===== config.mk =====
export PLATFORM = sky130hd
export DESIGN_NAME = fifo2
export DESIGN_NICKNAME = d
export VERILOG_FILES = /design/src/rtl/fifo2_pkg.sv /design/src/rtl/fifo2.sv
export SDC_FILE = /design/constraint.sdc
export NUM_CORES = 1
export LEC_CHECK = 0
export ABC_AREA = 1
export CAP_MARGIN = 20
export CELL_PAD_IN_SITES_DETAIL_PLACEMENT = 0
export CELL_PAD_IN_SITES_GLOBAL_PLACEMENT = 1
export CORE_AREA = 3 3 57 59
export DETAILED_ROUTE_END_ITERATION = 12
export DIE_AREA = 0 0 60 62
export GPL_ROUTABILITY_DRIVEN = 0
export HOLD_SLACK_MARGIN = 0.03
export MAX_ROUTING_LAYER = met4
export PLACE_DENSITY_LB_ADDON = 0.2
export SLEW_MARGIN = 25
export SYNTH_ARGS = -nofsm -noshare
export SYNTH_HDL_FRONTEND = slang
export SYNTH_SLANG_ARGS = --single-unit

===== constraint.sdc =====
create_clock -name CLK -period 2.6 [get_ports CLK]
set_clock_uncertainty 0.15 [all_clocks]
set_input_delay 0.39 -clock CLK [delete_from_list [all_inputs] [get_ports CLK]]
set_output_delay 0.39 -clock CLK [all_outputs]
set_load 0.005 [all_outputs]

===== src/rtl/fifo2_pkg.sv =====
// Shared constants for the one/two-entry pipeline FIFO, plus the warning macro
// used when a request is dropped.
`ifndef FIFO2_PKG_SV
`define FIFO2_PKG_SV

`define FIFO_WARN(msg) $display("fifo2 warning: %m: %s", msg)

package fifo2_pkg;
    localparam int FIFO_DEPTH_1 = 1;
    localparam int FIFO_DEPTH_2 = 2;
endpackage

`endif


===== src/rtl/fifo2.sv =====
// Depth-1/2 synchronous FIFO with registered FULL_N/EMPTY_N flags; head entry
// is always presented on D_OUT with no D_IN bypass.
module fifo2
    import fifo2_pkg::*;
#(
    parameter int width = 8,
    parameter int DEPTH = 2
) (
    input  logic             CLK,
    input  logic             RST,
    input  logic [width-1:0] D_IN,
    input  logic             ENQ,
    input  logic             DEQ,
    input  logic             CLR,
    output logic [width-1:0] D_OUT,
    output logic             FULL_N,
    output logic             EMPTY_N
);

    generate
        if (DEPTH != FIFO_DEPTH_1 && DEPTH != FIFO_DEPTH_2) begin : g_bad_depth
            $error("fifo2: DEPTH must be 1 or 2");
        end
    endgenerate

    localparam logic [1:0] DEPTH_C = 2'(DEPTH);

    logic [1:0]       count;
    logic [1:0]       count_nxt;
    logic [width-1:0] data0;
    logic [width-1:0] tail;
    logic             empty_n;
    logic             full_n;
    logic             enq;
    logic             deq;
    logic             load_head;
    logic             load_tail;

    // Requests are qualified by the pre-edge flags, so illegal ones simply vanish.
    assign enq       = ENQ & full_n;
    assign deq       = DEQ & empty_n;
    assign load_head = enq & ((count == 2'd0) | ((count == 2'd1) & deq));
    assign load_tail = enq & (count == 2'd1) & ~deq;

    always_comb begin
        count_nxt = count;
        if (enq && !deq)
            count_nxt = count + 2'd1;
        else if (deq && !enq)
            count_nxt = count - 2'd1;
    end

    always_ff @(posedge CLK) begin
        if (RST) begin
            count   <= 2'd0;
            empty_n <= 1'b0;
            full_n  <= 1'b1;
            data0   <= '0;
        end else if (CLR) begin
            count   <= 2'd0;
            empty_n <= 1'b0;
            full_n  <= 1'b1;
        end else begin
            count   <= count_nxt;
            empty_n <= (count_nxt != 2'd0);
            full_n  <= (count_nxt != DEPTH_C);
            if (load_head)
                data0 <= D_IN;
            else if (deq && count == 2'd2)
                data0 <= tail;
        end
    end

    generate
        if (DEPTH == FIFO_DEPTH_2) begin : g_tail
            logic [width-1:0] data1;
            always_ff @(posedge CLK) begin
                if (RST)
                    data1 <= '0;
                else if (!CLR && load_tail)
                    data1 <= D_IN;
            end
            assign tail = data1;
        end else begin : g_no_tail
            assign tail = '0;
        end
    endgenerate

    assign D_OUT   = data0;
    assign FULL_N  = full_n;
    assign EMPTY_N = empty_n;

`ifndef SYNTHESIS
`ifndef FIFO_NO_WARN
    always @(posedge CLK) begin
        if (!RST && !CLR) begin
            if (ENQ && !full_n)
                `FIFO_WARN("ENQ while full, request dropped");
            if (DEQ && !empty_n)
                `FIFO_WARN("DEQ while empty, request dropped");
        end
    end
`endif
`endif

endmodule


After elaboration in Yosys (flattened, before gate mapping)

Index checks and enable logic that the tools add are counted.

Register bits after elaboration: 20
Input bits: 13
Word-level logic and storage cells: 35

Multiplexer cells: 4
Add/subtract/negate cells: 2
Bitwise operators: 9
Reductions and logical operators: 12
Eq/ne operators: 3

Operators with widths:

| kind                | number |
|---|---|
| $mux 8              | 2 |
| $and 1x1->1         | 6 |
| $logic_and 1x1->1   | 4 |
| $mux 2              | 2 |
| $reduce_bool 2->1   | 2 |
| $logic_not 1->1     | 3 |
| $add 2x1->2 const B | 1 |
| $eq 2x1->1 const B  | 1 |
| $eq 2x2->1 const B  | 1 |
| $logic_not 2->1     | 1 |
| $ne 2x2->1 const B  | 1 |
| $not 1->1           | 2 |
| $reduce_and 2->1    | 1 |
| $reduce_or 2->1     | 1 |
| $sub 2x1->2 const B | 1 |
| $or 1x1->1          | 1 |

Longest topological paths before layout

Word-level depth: 6
Mapped depth: 11
Mapped depth without buffers: 10

Worst setup path before layout

No wires, ideal clock.

Path type: register to register
From: register count[0]
To: register data0[5], in the netlist D_OUT[5]
Library setup time: 0.113 ns
Data arrival time: 1.222 ns
Slack: 1.116 ns
Cell stages (with the launch flop): 12
Clock period less this slack: 1.484 ns
Cell sequence: dfxtp_1 inv_1 ha_1 inv_1 nand2_4 nand2_4 nand2_4 nand2_4 buf_6 nand2_1 nand2_1 nor2_1

Word-level cells in the longest chain between the ends: 6
Elaborated cells between the ends (all ways): 10
Those cells by class: eq/ne (2); mux (1); bitwise (3); reduce/logical (4)

RTL lines:

| what                               | line        | text |
|---|---|---|
| start: declaration                 | fifo2.sv:28 | `logic [1:0] count;` |
| start signal: assignment           | fifo2.sv:64 | `count <= count_nxt;` |
| $eq 2x1->1                         | fifo2.sv:42 | `assign load_head = enq & ((count == 2'd0) \| ((count == 2'd1) & deq));` |
| $and 1x1->1                        | fifo2.sv:42 |  |
| $or 1x1->1                         | fifo2.sv:42 |  |
| $and 1x1->1                        | fifo2.sv:42 |  |
| $reduce_bool 2->1 (no source line) | n/a         |  |
| $reduce_and 2->1 (no source line)  | n/a         |  |
| end signal: assignment             | fifo2.sv:70 | `data0 <= tail;` |
| end: declaration                   | fifo2.sv:30 | `logic [width-1:0] data0;` |

Parallel ways exist; a longest one is shown, timed or not.
A chain may end at the register's enable or synchronous reset.

Worst setup path after layout

From: input port ENQ
To: register g_tail.data1[7]

Word-level cells in the longest chain between the ends: 4

RTL lines:

| what                      | line        | text |
|---|---|---|
| start: declaration        | fifo2.sv:12 | `input logic ENQ,` |
| $and 1x1->1               | fifo2.sv:40 | `assign enq = ENQ & full_n;` |
| $and 1x1->1 (2 in series) | fifo2.sv:43 | `assign load_tail = enq & (count == 2'd1) & ~deq;` |
| $logic_and 1x1->1         | fifo2.sv:80 | `else if (!CLR && load_tail)` |
| end signal: assignment    | fifo2.sv:79 | `data1 <= '0;` |
| end signal: assignment    | fifo2.sv:81 | `data1 <= D_IN;` |
| end: declaration          | fifo2.sv:76 | `logic [width-1:0] data1;` |

No other way between the ends.

==> qor.txt <==
Worst EP required: 2.63 ns
Worst Setup Start Kind: input port
Syn Nets: 163
Min Tclk post-route: 1.81 ns
CP max stage delay: 0.45 ns
Layout cell share with drive strength beyond 1: 0.0647
# IOs: 23
Reg2reg path depth: 5
Unrepaired setup endpoints after global routing: false
Synth-to-Final Area Change: 26.4%
Initial antenna violation count: 0
Starting Density: 0.364
CTS Hold Bufs: 0
Post-Place Setup Slack: 0.446 ns
CTS buffer count: 3
Max cap viols: 0
Diode count: 0
Post-synth cell types: 15
Drt drc: 0
Setup violations, final: 0
Tightest Pin Transition: 0.503 ns
H-tree level count: 1
Crit path kind: in2reg
Hold Fails Final Rpt: 0
Die area: 3720 sq um
Pwr dens: 502 nW/um^2
Mean Syn Cell Area: 6.83 sq um
Core Box Area: 2760 sq um
R2r setup slk: 0.97 ns
Wire per inst: 10.0 um
PortBufs: 22
Worst vdd ir: 0.288 mV
Worst setup endpoint: g_tail.data1[7]$_SDFFE_PP0P_
Global-route wire length before repair: 3.42 mm
Post-synthesis register bit count: 20
Die H: 62 um
Clock transition at path regs: 0.11 ns
Critical-path cell list: clkdlybuf4s50_1, nand2_1, nor2_2, nand3_1, o21ai_0, a21oi_1
CP max FO: 16
Fin nets: 187
Crit-path slowest cell: clkdlybuf4s50_1
Synth Area in Compound Gates: 0.0873
Reg2reg end: g_tail.data1[7]$_SDFFE_PP0P_
CTS tree: done
Post_cts resized: 0
Fin. max-slew vios: 0
Grt total ovfl: 0
Synth Area in Adders: 0.0374
Headroom to the max-slew limit: 0.663
Total setup buffers inserted after CTS: 0
Num rows: 19
Total Neg Setup Slack: 0 ns
Fin crit share: 0.697
Vias in the first global route: 812
Post-synthesis cell count: 147
Dpl hpwl: 1.51 mm
Xor/xnor share of the synthesized area: 0
Initial DRC Count: 35
Clk_lat worst skew: 0.30 ns
Sink Count: 20
Hold Crit Class: reg2reg
GRT Overall Usage: 0.127
Status: complete, no violations
Multiplexer share of the synthesized area: 0
Reg2Reg Launch Point: FULL_N$_SDFF_PP1_
Main combinational cell family by area after synthesis: simple AND/OR/NAND/NOR gates
Crit. End Element: register
Vias per cell: 4.45
Static Leak: 0.602 nW
Critical Path Source: ENQ
Syn. warnings: 0
CTS root buffer: clkbuf_4
Clock buffer depth: 2
Mapped Area: 1000 sq um
Vias: 895
Routed Antenna Nets: 0
Max Freq: 551 MHz
Die X-Extent: 60 um
Arr. time, crit path: 1.85 ns
1st-pass router iterations: 4
Largest net degree at the start of global routing: 17
Final WL: 2.02 mm
Final WS setup: 0.787 ns
Post-Synth Simple-Gate Area: 0.350
Sequential cell area fraction in the yosys report: 0.399
==> layout by cell type (no fill, tap or decap), drive strengths merged <==
cell and count:
a21oi 8, o211ai 1, ha 3, clkdlybuf4s50 22, nand3 14, o21ai 8
nand2 47, clkbuf 4, inv 25, dfxtp 20, nor2 18
==> cell families after synthesis <==
kind of cell,Yosys count
flops,20
compound gates,17
fa+ha+maj,3
buf+inv,28
simple gates,79
==> cells in the mapped netlist <==
library cell | n | area, sq um
a21oi_1 | 8 | 40.0
buf_6 | 2 | 22.5
clkbuf_4 | 1 | 7.51
dfxtp_1 | 20 | 400
ha_1 | 3 | 37.5
inv_1 | 24 | 90.1
inv_4 | 1 | 6.26
nand2_1 | 43 | 161
nand2_4 | 4 | 45.0
nand3_1 | 13 | 65.1
nand3_2 | 1 | 10.0
nor2_1 | 17 | 63.8
nor2_2 | 1 | 6.26
o211ai_1 | 1 | 7.51
o21ai_0 | 8 | 40.0
==> worst min-delay path by stage <==
stage / startpoint / to / slack, ns / cells after the start
after detailed placement: g_tail.data1[5]$_SDFFE_PP0P_ / g_tail.data1[5]$_SDFFE_PP0P_ / 0.29 / 2
after CTS: g_tail.data1[0]$_SDFFE_PP0P_ / g_tail.data1[0]$_SDFFE_PP0P_ / 0.31 / 2
after global routing: g_tail.data1[7]$_SDFFE_PP0P_ / g_tail.data1[7]$_SDFFE_PP0P_ / 0.32 / 2
final: g_tail.data1[0]$_SDFFE_PP0P_ / g_tail.data1[0]$_SDFFE_PP0P_ / 0.30 / 2
after floorplan: g_tail.data1[0]$_SDFFE_PP0P_ / g_tail.data1[0]$_SDFFE_PP0P_ / 0.27 / 2
after global placement: g_tail.data1[3]$_SDFFE_PP0P_ / g_tail.data1[3]$_SDFFE_PP0P_ / 0.28 / 2
==> metrics by stage <==
step | power, W | hold slack, ns | util | std cells | area, sq um
after global placement | 0.000463 | 0.284 | 0.447 | 197 | 1230
final | 0.000637 | 0.302 | 0.460 | 201 | 1270
after global routing | 0.000679 | 0.321 | 0.460 | 201 | 1270
after CTS | 0.000647 | 0.306 | 0.460 | 201 | 1270
after detailed placement | 0.000464 | 0.288 | 0.447 | 197 | 1230
after floorplan | 0.000411 | 0.273 | - | 147 | 1000
==> state kept, by name, summed over array words and instances (netlist names) <==
name and flops:
D_OUT 8, count 2, g_tail.data1 8, EMPTY_N 1, FULL_N 1
==> worst max-delay path: cells and delay by family <==
kind / cells / cell delay, ns
buffers and inverters: 1 / 0.45
and+or+nand+nor: 3 / 0.62
AOI/OAI and AO/OA: 2 / 0.37
==> layer usage <==
layer  share of wire  global-route usage  vias to the layer above
met5               0                   -                        -
met4           0.024              0.0665                        0
met3           0.039              0.0186                        5
met2            0.44               0.202                       16
met1            0.50               0.155                      376
li1                -                   -                      498
==> power breakdown <==
group          total [W]  switching [W]  internal (W)
registers       0.000330     0.00000808      0.000322
logic           0.000126      0.0000643     0.0000613
clock network   0.000181      0.0000956     0.0000854
total           0.000637       0.000168      0.000469
==> cell type report <==
cell class,count,area [sq um]
Inverter,25,96.3
Sequential cell,20,400
Fill cell,297,1490
Multi-Input combinational cell,99,477
Tap cell,31,38.8
Timing Repair Buffer,22,220
Clock buffer,4,36.3
No activity file was read; power rests on OpenSTA's default activity.
